[src/rtl/fetch_unit.sv]
// Instruction fetch stage: owns the PC, drives the word address into the
// combinational instruction memory and buffers {pc, instr} pairs in a small
// FIFO that feeds decode over a valid/ready handshake. Redirects flush the
// FIFO and reload the PC.
module fetch_unit #(
  parameter logic [31:0] RESET_PC   = 32'h0000_0000,
  parameter int unsigned FIFO_DEPTH = 2
) (
  input  logic        clk,
  input  logic        rst_n,
  output logic [31:0] imem_addr,
  input  logic [31:0] imem_instr,
  input  logic        halt,
  input  logic        redirect_valid,
  input  logic [31:0] redirect_pc,
  output logic        out_valid,
  input  logic        out_ready,
  output logic [31:0] out_instr,
  output logic [31:0] out_pc,
  output logic        misalign
);

  localparam int unsigned     PTR_W   = (FIFO_DEPTH > 1) ? $clog2(FIFO_DEPTH) : 1;
  localparam logic [PTR_W:0]  DEPTH_C = (PTR_W + 1)'(FIFO_DEPTH);
  localparam logic [PTR_W-1:0] PTR_ONE = (PTR_W)'(1);
  localparam logic [PTR_W:0]  CNT_ONE = (PTR_W + 1)'(1);

  logic [31:0]      pc_q, pc_d;
  logic [PTR_W-1:0] rd_ptr_q, rd_ptr_d;
  logic [PTR_W-1:0] wr_ptr_q, wr_ptr_d;
  logic [PTR_W:0]   count_q, count_d;
  logic             misalign_q, misalign_d;

  logic [31:0] pc_mem    [FIFO_DEPTH];
  logic [31:0] instr_mem [FIFO_DEPTH];

  logic pop;
  logic push;

  // The fetch address comes straight from the PC register, so imem sees no
  // combinational path from any input.
  assign imem_addr = pc_q;
  assign misalign  = misalign_q;

  assign out_valid = (count_q != '0);
  assign out_instr = out_valid ? instr_mem[rd_ptr_q] : 32'h0;
  assign out_pc    = out_valid ? pc_mem[rd_ptr_q]    : 32'h0;

  // A full FIFO can still accept a fetch when the head leaves in the same cycle.
  assign pop  = out_valid & out_ready;
  assign push = ~halt & ~redirect_valid & ((count_q < DEPTH_C) | pop);

  // Next-state for PC, pointers, occupancy and the misalign pulse.
  always_comb begin
    // NOTE: every variable gets a default first so no path leaves it unassigned (no latch).
    pc_d       = pc_q;
    rd_ptr_d   = rd_ptr_q;
    wr_ptr_d   = wr_ptr_q;
    count_d    = count_q;
    misalign_d = 1'b0;

    if (redirect_valid) begin
      // Redirect wins: discard everything buffered, including a head popped this cycle.
      pc_d       = {redirect_pc[31:2], 2'b00};
      rd_ptr_d   = '0;
      wr_ptr_d   = '0;
      count_d    = '0;
      misalign_d = |redirect_pc[1:0];
    end else begin
      if (push) begin
        pc_d     = pc_q + 32'd4;
        wr_ptr_d = wr_ptr_q + PTR_ONE;
      end
      if (pop) begin
        rd_ptr_d = rd_ptr_q + PTR_ONE;
      end
      unique case ({push, pop})
        2'b10:   count_d = count_q + CNT_ONE;
        2'b01:   count_d = count_q - CNT_ONE;
        default: count_d = count_q;
      endcase
    end
  end

  // Control state register; reset empties the FIFO immediately via count_q.
  always_ff @(posedge clk or negedge rst_n) begin
    if (!rst_n) begin
      // NOTE: sequential state uses non-blocking assignments so all registers update together.
      pc_q       <= RESET_PC;
      rd_ptr_q   <= '0;
      wr_ptr_q   <= '0;
      count_q    <= '0;
      misalign_q <= 1'b0;
    end else begin
      pc_q       <= pc_d;
      rd_ptr_q   <= rd_ptr_d;
      wr_ptr_q   <= wr_ptr_d;
      count_q    <= count_d;
      misalign_q <= misalign_d;
    end
  end

  // FIFO storage write port.
  // NOTE: storage is deliberately not reset; outputs are masked by count_q, so stale data is never visible.
  always_ff @(posedge clk) begin
    if (push) begin
      pc_mem[wr_ptr_q]    <= pc_q;
      instr_mem[wr_ptr_q] <= imem_instr;
    end
  end

endmodule
[config.mk]
export PLATFORM = sky130hd
export DESIGN_NAME = fetch_unit
export DESIGN_NICKNAME = d
export VERILOG_FILES = /design/src/rtl/fetch_unit.sv
export SDC_FILE = /design/constraint.sdc
export NUM_CORES = 1
export LEC_CHECK = 0
export BUFFER_PORTS_ARGS = -buffer_cell sky130_fd_sc_hd__buf_4
export CORE_MARGIN = 1.5
export CORE_UTILIZATION = 53
export CTS_CLUSTER_DIAMETER = 80
export DETAILED_ROUTE_END_ITERATION = 7
export PLACE_DENSITY = 0.9
export SKIP_LAST_GASP = 1
export SLEW_MARGIN = 15
export SYNTH_ARGS = -nofsm -noshare
export SYNTH_HDL_FRONTEND = slang
export SYNTH_SLANG_ARGS = --single-unit
[constraint.sdc]
create_clock -name clk -period 9.3 [get_ports clk]
set_input_delay 1.86 -clock clk [delete_from_list [all_inputs] [get_ports clk]]
set_output_delay 1.86 -clock clk [all_outputs]
set_load 0.01 [all_outputs]
==> summary.txt, run 1 <==
STA
  • Number of setup violations in the final report: 0
  • Final Cycle Share: 43.4%
  • Fmax: 0.248 GHz
  • Worst clock skew: 10.4 ps
  • Slew HR: 18.2%
  • Final worst path period need: 4030 ps
  • Unrepaired setup endpoints after global routing: no
  • Setup TNS: 0 ps
  • Measured slew at the worst slew-check pin: 1220 ps
  • Final hold violations: 0
  • Final Max Slew Viols: 0

GRT
  • Vias in the first global route: 4739
  • Largest net degree at the start of global routing: 64
  • Gr usage total: 23.2%
  • Top Usage Layer GRT: met2
  • GR Overflow Total: 0
  • First-pass GRT wire length: 24000 um
  • Met2 global-route usage: 39.0%
  • Met3 track demand over resource: 5.72%
  • Initial antenna violation count: 0
  • GR Layer Usage met1: 29.3%

Logic synthesis
  • Ys async rst share: 22.0%
  • Synth area leaders: edfxtp_1 54%, dfrtp_1 13%, mux2i_1 9.1%, nor2_1 5.1%, clkbuf_1 1.5%
  • Synth Cell Area: 0.00689 sq mm
  • Compound-gate portion of the synthesized area: 5.59%
  • Mean post-synth cell area: 12.9 sq um
  • Count leader, synth: edfxtp_1
  • Post-synth top cells: 124 x edfxtp_1, 94 x nor2_1, 63 x mux2i_1
  • Register bit total from synthesis: 159
  • Cell variety after synth: 45
  • Post-synth top area share: 54.0%
  • Adder and majority gate portion of the synthesized area: 0.182%
  • Mapped Cells: 534
  • Sequential element share of the synthesized area: 66.7%
  • Ys Warns: 0
  • Mux cell area share after synthesis: 9.15%
  • Largest family of logic cells by synthesized area: simple AND/OR/NAND/NOR gates
  • Post-Synth Simple-Gate Area: 14.1%
  • Biggest area consumer among synthesized cells: edfxtp_1
  • Post-Synth XOR/XNOR Area: 1.14%
  • Post-synth EDFFs: 124
  • Top_reg_cell synth: edfxtp_1

Layout
  • Fillers: 883
  • Area of the multi-input gates: 0.00211 sq mm
  • P&R area growth vs syn: 27.2%
  • Antenna cells: 0
  • Nets@finish: 759
  • FF/Latch Area: 0.00460 sq mm
  • Layout cells sized above 1: 29.3%
  • Utilization after layout: 69.2%

Detailed routing
  • Via count: 4958
  • Antenna Nets Post-Route: 0
  • Residual DRC count: 0
  • Avg WL per Cell: 18.0 um
  • Initial DRC Count: 641
  • WL final: 15700 um
  • Drt pass-1 iters: 5
  • Via/cell ratio: 5.67

Clock network
  • Max clock buf depth: 2
  • Post-cts hold buffer count: 0
  • CTS tree: built
  • Clock sinks: 159
  • Root buf cell: clkbuf_16
  • Clock transition at path regs: 60 ps
  • H-tree Lvls: 4
  • Setup repair bufs after CTS: 0
  • Clk_lat worst skew: 420 ps
  • Num CTS Buffers: 17
  • Post-cts resize count: 0

Setup path
  • CP arrival: 2170 ps
  • Critical path type: flop to primary output
  • Worst endpoint required time: 7440 ps
  • CP Capture Type: primary output
  • Startpoint types: flop
  • Critical path fanouts, max: 63

Place
  • Hpwl dp: 10500 um
  • Port bufs: 162
  • Routability cong.: 0.906

Floorplanning
  • Area of the core: 0.0127 sq mm
  • I/O pin total: 167
  • Die Width: 117 um
  • Die Y-Extent: 117 um
  • Total die area: 0.0137 sq mm
  • Starting Density: 54.4%
  • Core Rows: 41

Worst hold path
  • Hold WC Path Type: flop to flop

Power and ir drop
  • Leakage: 3.33 nW
  • PwrDens: 195 mW/mm^2
  • Worst vdd ir: 0.0841 mV

Status
  • Outcome: finished, final reports clean

Run
  • Max-Cap Viols: 0
## sequential cells by signal, indices dropped and copies added, names as in the netlist
signal,cells
instr_mem,64
rd_ptr_q,1
imem_addr,30
count_q,2
pc_mem,60
misalign,1
wr_ptr_q,1
## cell families after synthesis
kind of cell | after synthesis
and+or+nand+nor | 198
DFF | 159
muxes | 63
AOI/OAI and AO/OA | 55
buffers and inverters | 48
xor gates and xnor gates | 9
adders and majority gates | 1
other | 1
## cell type report
cell class / instances / area share [%]
well taps: 172 / 2.45
repair buffers: 166 / 14.2
clock buffers: 19 / 4.94
multi-input cells: 330 / 24.1
inverters: 15 / 0.642
flip-flops and latches: 159 / 52.5
clock inverters: 13 / 1.23
## final timing paths
| check | start | end | slack (ps) | cells after the start |
|---|---|---|---|---|
| max | rd_ptr_q$_DFFE_PN0P_ | out_pc[26] | 5270 | 3 |
| min | imem_addr[30]$_DFFE_PN0P_ | pc_mem[1][30]$_DFFE_PP_ | 560 | 0 |
| max reg2reg | count_q[1]$_DFFE_PN0P_ | instr_mem[1][0]$_DFFE_PP_ | 6810 | 4 |
| min reg2reg | imem_addr[30]$_DFFE_PN0P_ | pc_mem[1][30]$_DFFE_PP_ | 560 | 0 |
| max in group asynchronous | rst_n | rd_ptr_q$_DFFE_PN0P_ | 7540 | 1 |
| min in group asynchronous | rst_n | imem_addr[28]$_DFFE_PN0P_ | 1390 | 1 |
## critical path, stage by stage (launching register included)
cell and delay [ps]:
dfrtp_4 1140, mux2i_1 310, nor2_1 70, buf_4 170
## report_power, final
part           leakage (nW)  internal [W]  switching, W
Combinational          1.52      0.000108      0.000112
Sequential             1.55      0.000813     0.0000486
Clock                 0.252      0.000346      0.000281
Total                  3.33       0.00127      0.000441
## routing by layer
layer  vias up  wire length, um  part of all wire [%]
met3        34             1140                   7.2
met4         0              338                   2.1
met1      2404             6370                    41
met2       226             7880                    50
li1       2294                -                     -
met5         -                0                     0
## through the flow
stage	cell area, sq um	power [W]	instances	worst slack, ps	hold slack [ps]
2_1_floorplan	6900	0.000978	537	268	525
3_3_place_gp	8230	0.00109	842	5070	538
3_5_place_dp	8230	0.00110	842	4930	546
4_1_cts	8770	0.00172	874	5270	561
5_1_grt	8770	0.00177	874	5190	594
6_report	8770	0.00171	874	5270	561
## cells in the final DEF (no fill, tap or decap), types with 8 or more instances in the layout
cell / n
nand3_1: 15
buf_4: 166
nand2_1: 23
a31oi_1: 12
dfrtp_1: 34
o31ai_1: 10
nor3_1: 9
inv_1: 15
nor2_1: 93
o21ai_0: 14
edfxtp_1: 124
clkbuf_16: 17
mux2i_1: 63
nand4_1: 13
xnor2_1: 8
(Power assumes the default switching activity.)
==> inputs of run 2 (changes only) <==
Clock period 9.3 ns to 3.9 ns, I/O delays scaled along.
==> summary.txt, run 2 (synthesized netlist as in run 1, its figures left out) <==
Setup path
  • CP peak stage delay: 620 ps
  • Depth of the most critical reg-to-reg path: 4
  • WP buf/inv: 2
  • Top delay family on crit path: flip-flops
  • Critical path fanouts, max: 49
  • CP cell instances: buf_12 > mux2i_1 > nor2_1 > buf_4
  • Highest-delay cell along the critical path: dfrtp_4
  • CP arrival: 1950 ps
  • Startpoint types: flop
  • Reg-to-reg startpoint: imem_addr[5]$_DFFE_PN0P_
  • Crit. path cell count: 4
  • FF-to-FF End: imem_addr[26]$_DFFE_PN0P_
  • R2R Setup Slk: 1560 ps
  • Worst endpoint required time: 3120 ps
  • Critical path type: flop to primary output
  • CP Capture Type: primary output

STA
  • Final hold violations: 0
  • Fmax: 0.366 GHz
  • Hold slack: 318 ps
  • Setup ws final: 1170 ps
  • Unrepaired setup endpoints after global routing: no
  • Final Max Slew Viols: 0
  • Final worst path period need: 2730 ps
  • Final Cycle Share: 70.0%
  • Setup TNS: 0 ps
  • Slew HR: 26.7%
  • Worst clock skew: 8.68 ps
  • Number of setup violations in the final report: 0
  • Measured slew at the worst slew-check pin: 1100 ps

Floorplanning
  • Die Y-Extent: 117 um
  • Total die area: 0.0137 sq mm
  • Core Rows: 41
  • I/O pin total: 167
  • Area of the core: 0.0127 sq mm
  • Die Width: 117 um
  • Starting Density: 54.4%

Clock network
  • Clock sinks: 159
  • Root buf cell: clkbuf_16
  • Clock transition at path regs: 60 ps
  • Post-cts hold buffer count: 0
  • Max clock buf depth: 2
  • Num CTS Buffers: 17
  • Setup repair bufs after CTS: 0
  • H-tree Lvls: 4
  • Post-cts resize count: 0
  • CTS tree: built
  • Clk_lat worst skew: 410 ps

GRT
  • First-pass GRT wire length: 24000 um
  • Vias in the first global route: 4752
  • Largest net degree at the start of global routing: 63
  • Gr usage total: 23.4%
  • GR Overflow Total: 0
  • Initial antenna violation count: 0

Place
  • DP Worst Slack: 1260 ps
  • Hpwl dp: 10400 um
  • Port bufs: 162
  • Placed Cells: 844
  • Routability cong.: 0.825

Detailed routing
  • WL final: 15700 um
  • Drt pass-1 iters: 5
  • Antenna Nets Post-Route: 0
  • Via/cell ratio: 5.64
  • Avg WL per Cell: 17.9 um
  • Initial DRC Count: 506
  • Residual DRC count: 0
  • Via count: 4945

Power and ir drop
  • Worst vdd ir: 0.333 mV
  • Leakage: 3.37 nW
  • PwrDens: 472 mW/mm^2

Layout
  • Max reg flops: 64
  • Most flop-heavy register: instr_mem
  • Antenna cells: 0
  • Nets@finish: 761
  • Fillers: 879
  • Most common cell after layout, fill and taps aside: buf_4
  • P&R area growth vs syn: 28.4%
  • Most frequent cells in the layout: 166 x buf_4, 124 x edfxtp_1, 93 x nor2_1, 63 x mux2i_1, 34 x dfrtp_1
  • Fin cells: 876
  • Layout cells sized above 1: 29.3%

Status
  • Outcome: finished, final reports clean

Run
  • Max-Cap Viols: 0

Worst hold path
  • Hold WC Path Type: primary input to async pin
## run 2: worst reg2reg max path: stages, from the launching register on
cell	delay, ps
dfrtp_1	510
nand4_1	250
nor2_1	900
a311oi_1	240
a211o_1	330
## run 2: final cells by class
type / count / area [sq um] / area share (%)
flip-flops and latches: 159 / 4600 / 52.0
multi-input cells: 330 / 2120 / 23.9
repair buffers: 168 / 1290 / 14.5
clock buffers: 18 / 429 / 4.85
well taps: 172 / 215 / 2.43
clock inverters: 14 / 140 / 1.58
inverters: 15 / 56.3 / 0.636
## run 2: how the worst max path moves through the flow
stage / from / to / slack, ps
floorplan: redirect_valid / instr_mem[0][0]$_DFFE_PP_ / 60
global route: rd_ptr_q$_DFFE_PN0P_ / out_instr[28] / 1090
finish: rd_ptr_q$_DFFE_PN0P_ / out_pc[14] / 1170
CTS: rd_ptr_q$_DFFE_PN0P_ / out_pc[14] / 1140
detailed placement: redirect_valid / instr_mem[1][2]$_DFFE_PP_ / 1260
global placement: redirect_valid / instr_mem[1][3]$_DFFE_PP_ / 1300
## run 2: routing by layer
| metal | track usage, % | routed length (um) | up-vias | share of wire (%) |
|---|---|---|---|---|
| li1 | - | - | 2301 | - |
| met1 | 30.1 | 6460 | 2400 | 41 |
| met2 | 38.7 | 7830 | 222 | 50 |
| met3 | 5.46 | 1180 | 22 | 7.5 |
| met4 | 9.32 | 261 | 0 | 1.7 |
| met5 | 0 | 0 | - | 0 |
## run 2: where the power goes
group / total, W / switching (W) / leakage, nW / internal, W
clock: 0.00159 / 0.000649 / 0.274 / 0.000941
combinational: 0.000552 / 0.000290 / 1.54 / 0.000262
sequential: 0.00204 / 0.0000967 / 1.55 / 0.00194
total: 0.00418 / 0.00104 / 3.37 / 0.00314
## run 2: through the flow
step / cell area (sq um) / utilization, % / power [W]
finish: 8850 / 69.8 / 0.00418
global route: 8850 / 69.8 / 0.00433
global placement: 8280 / 65.3 / 0.00260
floorplan: 6920 / - / 0.00233
CTS: 8850 / 69.8 / 0.00420
detailed placement: 8280 / 65.3 / 0.00262
